`config.mk`:
```
export PLATFORM = sky130hd
export DESIGN_NAME = gemm_c_writeback_flat
export DESIGN_NICKNAME = d
export VERILOG_FILES = /design/src/rtl/gemm_c_writeback_if.sv /design/src/rtl/gemm_c_writeback.sv /design/src/flat_wrapper.sv
export SDC_FILE = /design/constraint.sdc
export NUM_CORES = 1
export LEC_CHECK = 0
export BUFFER_PORTS_ARGS = -buffer_cell sky130_fd_sc_hd__buf_2
export CAP_MARGIN = 20
export CORE_AREA = 2 2 286 288
export CTS_CLUSTER_SIZE = 30
export DETAILED_ROUTE_END_ITERATION = 10
export DIE_AREA = 0 0 288 290
export PLACE_DENSITY = 0.8
export SYNTH_ARGS = -nofsm -noshare
export SYNTH_HDL_FRONTEND = slang
export SYNTH_SLANG_ARGS = --single-unit
```
`constraint.sdc`:
```
create_clock -name clk_i -period 32 [get_ports clk_i]
set_input_delay 6.4 -clock clk_i [delete_from_list [all_inputs] [get_ports clk_i]]
set_output_delay 6.4 -clock clk_i [all_outputs]
set_load 0.05 [all_outputs]
```
`src/rtl/gemm_c_writeback_if.sv`:
```
// rtl/gemm_c_writeback_if.sv - tile capture and output SRAM beat handshake signals
interface gemm_c_writeback_if #(
    parameter int OutDataWidth = 32,
    parameter int M            = 4,
    parameter int N            = 4,
    parameter int AddrWidthC   = 10,
    parameter int BeatElems    = 4,
    parameter int MemAddrWidth = 12
);
    logic                               tile_valid_i;
    logic [AddrWidthC-1:0]              tile_addr_i;
    logic [OutDataWidth*M*N-1:0]        tile_data_i;
    logic                               tile_ready_o;
    logic                               mem_req_o;
    logic [MemAddrWidth-1:0]            mem_addr_o;
    logic [OutDataWidth*BeatElems-1:0]  mem_wdata_o;
    logic                               mem_gnt_i;

    // Writeback block view
    modport slave (
        input  tile_valid_i, tile_addr_i, tile_data_i, mem_gnt_i,
        output tile_ready_o, mem_req_o, mem_addr_o, mem_wdata_o
    );

    // Accelerator / memory side view
    modport master (
        output tile_valid_i, tile_addr_i, tile_data_i, mem_gnt_i,
        input  tile_ready_o, mem_req_o, mem_addr_o, mem_wdata_o
    );
endinterface

```
`src/rtl/gemm_c_writeback.sv`:
```
// rtl/gemm_c_writeback.sv - buffers GeMM C tiles and drains them as SRAM write beats
module gemm_c_writeback #(
    parameter int OutDataWidth = 32,
    parameter int M            = 4,
    parameter int N            = 4,
    parameter int AddrWidthC   = 10,
    parameter int BeatElems    = 4,
    parameter int MemAddrWidth = 12,
    parameter int FifoDepth    = 2
) (
    input  logic        clk_i,
    input  logic        rst_ni,
    gemm_c_writeback_if.slave bus,
    output logic        idle_o,
    output logic        overflow_o,
    output logic [15:0] tiles_done_o
);
    localparam int TileBits = OutDataWidth * M * N;
    localparam int BeatBits = OutDataWidth * BeatElems;
    localparam int NumBeats = (M * N) / BeatElems;
    localparam int BeatW    = (NumBeats > 1) ? $clog2(NumBeats) : 1;
    localparam int PtrW     = (FifoDepth > 1) ? $clog2(FifoDepth) : 1;
    localparam int CntW     = $clog2(FifoDepth + 1);

    // Tile storage; contents need no reset because occupancy gates every read
    logic [AddrWidthC-1:0] r_addr_mem [FifoDepth];
    logic [TileBits-1:0]   r_data_mem [FifoDepth];

    logic [PtrW-1:0]  r_head;
    logic [PtrW-1:0]  r_tail;
    logic [CntW-1:0]  r_count;
    logic [BeatW-1:0] r_beat;
    logic             r_overflow;
    logic [15:0]      r_tiles_done;

    logic                    w_ready;
    logic                    w_req;
    logic                    w_push;
    logic                    w_grant;
    logic                    w_last;
    logic                    w_pop;
    logic [AddrWidthC-1:0]   w_head_addr;
    logic [TileBits-1:0]     w_head_data;
    logic [BeatBits-1:0]     w_beats [NumBeats];
    logic [MemAddrWidth-1:0] w_addr;

    function automatic logic [PtrW-1:0] ptr_inc(input logic [PtrW-1:0] p);
        return (p == PtrW'(FifoDepth - 1)) ? '0 : p + 1'b1;
    endfunction

    // Ready and request come only from registered occupancy, never from the grant
    assign w_ready = (r_count < CntW'(FifoDepth));
    assign w_req   = (r_count != '0);
    assign w_push  = bus.tile_valid_i && w_ready;
    assign w_grant = w_req && bus.mem_gnt_i;
    assign w_last  = (r_beat == BeatW'(NumBeats - 1));
    assign w_pop   = w_grant && w_last;

    assign w_head_addr = r_addr_mem[r_head];
    assign w_head_data = r_data_mem[r_head];

    // Slice the head tile into beats, lowest element of each beat in the LSBs
    for (genvar g = 0; g < NumBeats; g++) begin : g_beat
        assign w_beats[g] = w_head_data[g*BeatBits +: BeatBits];
    end

    // Beat address wraps modulo the SRAM address space
    assign w_addr = MemAddrWidth'(w_head_addr) * MemAddrWidth'(NumBeats)
                  + MemAddrWidth'(r_beat);

    assign bus.tile_ready_o = w_ready;
    assign bus.mem_req_o    = w_req;
    assign bus.mem_addr_o   = w_req ? w_addr : '0;
    assign bus.mem_wdata_o  = w_req ? w_beats[r_beat] : '0;
    assign idle_o           = !w_req;
    assign overflow_o       = r_overflow;
    assign tiles_done_o     = r_tiles_done;

    // Write an accepted tile into the tail slot
    always_ff @(posedge clk_i) begin
        if (w_push) begin
            r_addr_mem[r_tail] <= bus.tile_addr_i;
            r_data_mem[r_tail] <= bus.tile_data_i;
        end
    end

    // FIFO pointers and occupancy; push and final-beat pop may coincide
    always_ff @(posedge clk_i or negedge rst_ni) begin
        if (!rst_ni) begin
            r_head  <= '0;
            r_tail  <= '0;
            r_count <= '0;
        end else begin
            if (w_push) begin
                r_tail <= ptr_inc(r_tail);
            end
            if (w_pop) begin
                r_head <= ptr_inc(r_head);
            end
            case ({w_push, w_pop})
                2'b10:   r_count <= r_count + 1'b1;
                2'b01:   r_count <= r_count - 1'b1;
                default: r_count <= r_count;
            endcase
        end
    end

    // Beat counter advances on each grant and wraps after the last beat of a tile
    always_ff @(posedge clk_i or negedge rst_ni) begin
        if (!rst_ni) begin
            r_beat <= '0;
        end else if (w_grant) begin
            r_beat <= w_last ? '0 : r_beat + 1'b1;
        end
    end

    // Sticky drop flag and completed-tile counter
    always_ff @(posedge clk_i or negedge rst_ni) begin
        if (!rst_ni) begin
            r_overflow   <= 1'b0;
            r_tiles_done <= '0;
        end else begin
            if (bus.tile_valid_i && !w_ready) begin
                r_overflow <= 1'b1;
            end
            if (w_pop) begin
                r_tiles_done <= r_tiles_done + 16'd1;
            end
        end
    end
endmodule

```
`src/flat_wrapper.sv`:
```
// flat-port wrapper written by rule: the top's interface ports become plain ports
module gemm_c_writeback_flat 
#(
    parameter int OutDataWidth = 32,
    parameter int M            = 4,
    parameter int N            = 4,
    parameter int AddrWidthC   = 10,
    parameter int BeatElems    = 4,
    parameter int MemAddrWidth = 12,
    parameter int FifoDepth    = 2
)
  (clk_i, rst_ni, idle_o, overflow_o, tiles_done_o, bus_tile_valid_i, bus_tile_addr_i, bus_tile_data_i, bus_mem_gnt_i, bus_tile_ready_o, bus_mem_req_o, bus_mem_addr_o, bus_mem_wdata_o);
  gemm_c_writeback_if #(.OutDataWidth(OutDataWidth), .M(M), .N(N), .AddrWidthC(AddrWidthC), .BeatElems(BeatElems), .MemAddrWidth(MemAddrWidth)) bus_i ();
  input  logic clk_i;
  input  logic rst_ni;
  output logic idle_o;
  output logic overflow_o;
  output logic [15:0] tiles_done_o;
  input wire logic [$bits(bus_i.tile_valid_i)-1:0] bus_tile_valid_i;
  input wire logic [$bits(bus_i.tile_addr_i)-1:0] bus_tile_addr_i;
  input wire logic [$bits(bus_i.tile_data_i)-1:0] bus_tile_data_i;
  input wire logic [$bits(bus_i.mem_gnt_i)-1:0] bus_mem_gnt_i;
  output wire logic [$bits(bus_i.tile_ready_o)-1:0] bus_tile_ready_o;
  output wire logic [$bits(bus_i.mem_req_o)-1:0] bus_mem_req_o;
  output wire logic [$bits(bus_i.mem_addr_o)-1:0] bus_mem_addr_o;
  output wire logic [$bits(bus_i.mem_wdata_o)-1:0] bus_mem_wdata_o;
  assign bus_i.tile_valid_i = bus_tile_valid_i;
  assign bus_i.tile_addr_i = bus_tile_addr_i;
  assign bus_i.tile_data_i = bus_tile_data_i;
  assign bus_i.mem_gnt_i = bus_mem_gnt_i;
  assign bus_tile_ready_o = bus_i.tile_ready_o;
  assign bus_mem_req_o = bus_i.mem_req_o;
  assign bus_mem_addr_o = bus_i.mem_addr_o;
  assign bus_mem_wdata_o = bus_i.mem_wdata_o;
  gemm_c_writeback #(.OutDataWidth(OutDataWidth), .M(M), .N(N), .AddrWidthC(AddrWidthC), .BeatElems(BeatElems), .MemAddrWidth(MemAddrWidth), .FifoDepth(FifoDepth)) u_core (.clk_i(clk_i), .rst_ni(rst_ni), .bus(bus_i), .idle_o(idle_o), .overflow_o(overflow_o), .tiles_done_o(tiles_done_o));
endmodule
```
; Word-level counts from Yosys, hierarchy flattened
; Memories as Yosys holds them, arrays and structs flattened.
; Index checks and enable logic that the tools add are counted.
[word_totals]
input_bits = 526
out_inout_bits = 160
n_memories = 2
register_bits = 23
mem_bits_rw = 1044
word_cells = 40
[op_classes]
n_reduce_logical = 8
n_eq_ne = 3
n_addsub = 7
order_cmp = 2
bitwise_logic = 1
mux = 11
[mem_list]
columns = name, depth, width, rd, rd_clocked_by_memory_dff, write_ports, line_no
row1 = u_core.r_data_mem, 2, 512, 1, 0, 1, gemm_c_writeback.sv:27  ; logic [TileBits-1:0] r_data_mem [FifoDepth];
row2 = u_core.r_addr_mem, 2, 10, 1, 0, 1, gemm_c_writeback.sv:26  ; logic [AddrWidthC-1:0] r_addr_mem [FifoDepth];
[op_table]
columns = operator, n
row1 = 2-to-1 mux 128 bit, 3
row2 = binary-select mux 128 bit (select 2 bit), 1
row3 = adder 16 x 1 -> 16 bit (second input constant), 1
row4 = adder 12 x 2 -> 12 bit, 1
row5 = 2-to-1 mux 12 bit, 1
row6 = adder 2 x 1 -> 2 bit (second input constant), 2
row7 = == test 2 bit (second input constant), 2
row8 = logical AND 1 bit, 4
row9 = 2-to-1 mux 1 bit, 4
row10 = case mux 2 bit (2 select lines), 1
row11 = nonzero test 2 bit, 2
row12 = greater-or-equal comparator 3 bit (second input constant), 1
row13 = NOT 2 -> 3 bit, 1
row14 = adder 1 bit (second input constant), 2
row15 = == test 2 x 1 -> 1 bit (second input constant), 1
row16 = logical NOT 1 bit, 2
row17 = < comparator 2 bit (second input constant), 1
row18 = 2-to-1 mux 2 bit, 1
row19 = subtractor 2 x 1 -> 2 bit (second input constant), 1

; Longest topological paths before layout
[logic_depth]
ltp_word = 5
depth_mapped = 7
mapped_depth_nobuf = 7

; Worst setup path after synthesis
; Ideal clock, no wire load.
[synth_timing]
kind = input to register
from = input bus_tile_valid_i
to = memory u_core.r_addr_mem[0][0] (enable)
cell_stages = 2
arrival_time_ns = 28.125
slack_ns = 2.453
cell_sequence = nand2_1 -> nor2_1
[synth_via]
elab_chain_len = 3
[synth_rtl]
columns = item, line_no
row1 = start: declaration, flat_wrapper.sv:19  ; input wire logic [$bits(bus_i.tile_valid_i)-1:0] bus_tile_valid_i;
row2 = logical AND 1 bit, gemm_c_writeback.sv:54  ; assign w_push = bus.tile_valid_i && w_ready;
row3 = 2-to-1 mux 1 bit, gemm_c_writeback.sv:81  ; if (w_push) begin
row4 = 2-to-1 mux 1 bit (implied by the code), gemm_c_writeback.sv:82  ; r_addr_mem[r_tail] <= bus.tile_addr_i;
row5 = end: declaration, gemm_c_writeback.sv:26
; Every way passes these cells.

; Final worst setup path
[layout_timing]
from = register u_core.r_head
to = output bus_mem_wdata_o[35]
[layout_via]
elab_chain_len = 5
[layout_rtl]
columns = item, line_no
row1 = start: declaration, gemm_c_writeback.sv:29  ; logic [PtrW-1:0] r_head;
row2 = start signal: assignment, gemm_c_writeback.sv:98  ; r_head <= ptr_inc(r_head);
row3 = memory read (2 x 512 bit), --
row4 = binary-select mux 128 bit (select 2 bit), gemm_c_writeback.sv:74  ; assign bus.mem_wdata_o = w_req ? w_beats[r_beat] : '0;
row5 = 2-to-1 mux 128 bit (implied by the code) (2 in a row), gemm_c_writeback.sv:74
row6 = 2-to-1 mux 128 bit, gemm_c_writeback.sv:74
row7 = end: declaration, flat_wrapper.sv:26  ; output wire logic [$bits(bus_i.mem_wdata_o)-1:0] bus_mem_wdata_o;
; Every way passes these cells. The select of a mux whose other input is x is not followed.

==> results_dict.tcl <==
set metrics [dict create \
    reg2reg_slack_ns 27.80 \
    finalClockSkew_ns 0.01985 \
    cts_resized 0 \
    wl_per_cell_um 25.56 \
    worstMarginPinSlew_ns 1.222 \
    synth_top_area_share_pct 78.35 \
    switching_power_w 0.001805 \
    overflow 0 \
    p_seq_share_pct 39.1 \
    pwr-share-clk_pct 23.8 \
    insertion_delay_ns 0.65 \
    report.final.slew_viol_count 0 \
    ff_latch_area_sq_um 31930 \
    reg2reg_depth 5 \
    leakagePower_nw 16.79 \
    detailed_place_hpwl_um 58130 \
    cts_buffer_depth 3 \
    cellPowerDensity_nw_per_um2 102.2 \
    timing.critical_path.slowest_cell_delay_ns 0.98 \
    final-hold-violation-count 0 \
    place_congestion 0.8238 \
    whs_ns 0.4754 \
    worstSetupEndpoint "bus_mem_wdata_o[35]" \
    dpl_cell_area_sq_um 44440 \
    critical_path.n_buffers_inverters 4 \
    fillers 5554 \
    required_ns 25.60 \
    cp-startpoint "u_core.r_head" \
    die_w_um 288 \
    synth.distinct_cells 32 \
    startpoint_type "register" \
    maxCapViolations 0 \
    ant_nets 0 \
    finalSetupViolations 0 \
    ys.flop_type "edfxtp_1" \
    syn_area_sq_um 40010 \
    reg2reg_to "u_core.r_data_mem[1][470]" \
    drt_iter0_drc 1648 \
    period_share_pct 36.31 \
    grt_pass1_wl_um 131800 \
    clk_pin_slew_ns 0.06 \
    grt_max_degree 202 \
    synth_cells 1627 \
    clock-sinks 1067 \
    design_area_sq_um 47910 \
    crit_slowest_cell "dfrtp_4" \
    status "finished, final reports clean" \
    crit_family "buffers and inverters" \
    cts.htree.levels 3 \
    path_depth 6 \
    ys_warn_count 0 \
    cts_tree "done" \
    num_rows 104 \
    clockRootBuffer "clkbuf_16" \
    cp_data_arrival_time_ns 5.22 \
    synth_fp_nets 2156 \
    cts_hold_buf 0 \
    synth-seq-cells 1067 \
    io_buffers 685 \
    gr-usage-all-layers_pct 21.24 \
    start_util_pct 49.92 \
    cp_cell_sequence "buf_4 > buf_4 > buf_4 > mux4_2 > a22o_1 > buf_2" \
    hold_class "register to register" \
    synth.area.top_cells "edfxtp_1 (78%), mux4_2 (14%), a22o_1 (2.8%)" \
    finalWirelength_um 90640 \
    cp_common_cell "buf_4" \
    clock.fmax_mhz 86.06 \
    rsz0062_at_grt "no" \
    core_area_sq_um 80160 \
    cp-end-kind "output port" \
    r2r_start "u_core.r_count[1]" \
    hold_depth 1 \
    p_comb_share_pct 37.0 \
    multi_input_area_sq_um 7541 \
    nets 2880 \
    cp_max_fo 47 \
    period_minus_slack_ns 11.62 \
    yosysTopAreaCell "edfxtp_1" \
    antenna_found_initial 77 \
    ys_seq_area_share_pct 79.78 \
    routed_via_density 5.668 \
    internal_power_w 0.003091 \
    grt_pass1_vias 21700 \
    swShare_pct 36.87 \
    ir_worst_vdd_mv 0.1218 \
    synth-async-reset-ratio_pct 2.156 \
    post_cts_buffers 0 \
    slew_headroom_pct 18.55 \
    area_delta_synth_final_pct 19.72 \
    crit_type "register to output port" \
    drc 0 \
    cts_made_buffers 102 \
    pin_count 686 \
    tns_ns 0 \
    avgSynthCellArea_sq_um 24.59 \
    dieArea_sq_um 83520 \
    drt-pass1-iter-count 6 \
    die_y_um 290 \
    drive_gt1_share_pct 45.23 \
    vias 20100 \
    synth-edff-count 1044 \
]
-- cells in the mapped netlist, types with 6 or more instances --
cell	number
edfxtp_1	1044
mux4_2	246
a22o_1	128
buf_2	40
dfrtp_1	23
nor2_1	19
clkbuf_1	16
xnor2_1	16
buf_6	15
mux2i_1	10
mux4_1	10
buf_4	8
nand2_1	8
nand3_1	8
buf_1	6
-- metrics by stage --
step,total power (W),setup slack (ns),std cells,util [%]
after CTS,0.004929,20.12,3487,59.51
after global routing,0.005073,19.85,3534,59.73
after global placement,0.003712,20.85,3304,55.45
final,0.004896,20.38,3546,59.77
after floorplan,0.003504,2.453,1627,-
after detailed placement,0.003756,20.83,3304,55.45
-- worst min path at each step --
stage	from	endpoint	slack (ns)
after floorplan	u_core.r_tail	u_core.r_tail	0.46
after global placement	u_core.tiles_done_o[15]	u_core.tiles_done_o[15]	0.45
after detailed placement	u_core.tiles_done_o[15]	u_core.tiles_done_o[15]	0.46
after CTS	u_core.tiles_done_o[15]	u_core.tiles_done_o[15]	0.47
after global routing	u_core.tiles_done_o[15]	u_core.tiles_done_o[15]	0.49
final	u_core.tiles_done_o[15]	u_core.tiles_done_o[15]	0.48
-- cells in the final DEF (no fill, tap or decap), types with 2 or more instances in the layout --
master	instances
edfxtp_1	1044
buf_2	685
mux4_2	246
a22o_1	128
clkbuf_16	104
diode_2	56
clkbuf_1	28
dfrtp_1	21
clkinv_1	20
nor2_1	17
xnor2_1	16
buf_4	16
mux4_1	10
mux2i_1	10
clkinv_2	10
nand2_1	8
nand3_1	8
bufinv_16	8
inv_1	4
xor2_1	4
buf_12	4
ha_1	3
inv_16	3
inv_8	3
nor2_4	2
nor4_2	2
and3_1	2
a21o_1	2
clkbuf_8	2
clkinvlp_4	2
buf_16	2
dfrtp_4	2
-- sequential cells by signal, indices dropped and copies added (netlist names) --
register             cells
u_core.overflow_o        1
u_core.r_addr_mem       20
u_core.r_beat            2
u_core.r_count           2
u_core.r_data_mem     1024
u_core.r_head            1
u_core.r_tail            1
u_core.tiles_done_o     16
-- cell type report --
| cell class | count | share of cell area, % |
|---|---|---|
| Sequential cell | 1067 | 66.66 |
| Multi-Input combinational cell | 468 | 15.74 |
| Timing Repair Buffer | 708 | 7.712 |
| Clock buffer | 134 | 5.709 |
| Tap cell | 1060 | 2.768 |
| Clock inverter | 49 | 1.089 |
| Antenna cell | 56 | 0.2925 |
| Inverter | 4 | 0.03134 |
-- layer usage --
| layer | vias up | share of wire (%) | global-route usage [%] |
|---|---|---|---|
| li1 | 8565 | - | - |
| met1 | 10280 | 34 | 24.26 |
| met2 | 962 | 53 | 36.52 |
| met3 | 245 | 8.6 | 6.258 |
| met4 | 50 | 4.1 | 10.26 |
| met5 | - | 0.33 | 0 |
-- kinds of logic (layout without fill, tap and decap cells) --
kind of cell / Yosys count / count (layout) / synth area share, %
compound gates: 132 / 132 / 2.905
xor+xnor: 20 / 20 / 0.4377
fa+ha+maj: 3 / 3 / 0.09382
buf+inv: 92 / 895 / 1.438
flops: 1067 / 1067 / 79.78
mux: 267 / 267 / 14.78
other cells: 0 / 56 / 0
simple gates: 46 / 46 / 0.5597
-- power groups by stage --
stage,clock network (W),logic [W],registers (W)
2_1_floorplan,0,0.00142,0.00208
3_5_place_dp,0,0.00181,0.00194
6_report,0.00117,0.00181,0.00192
4_1_cts,0.00119,0.00183,0.00192
3_3_place_gp,0,0.00179,0.00192
5_1_grt,0.00124,0.00190,0.00193
Note: power is estimated with default switching activity, not from simulation.
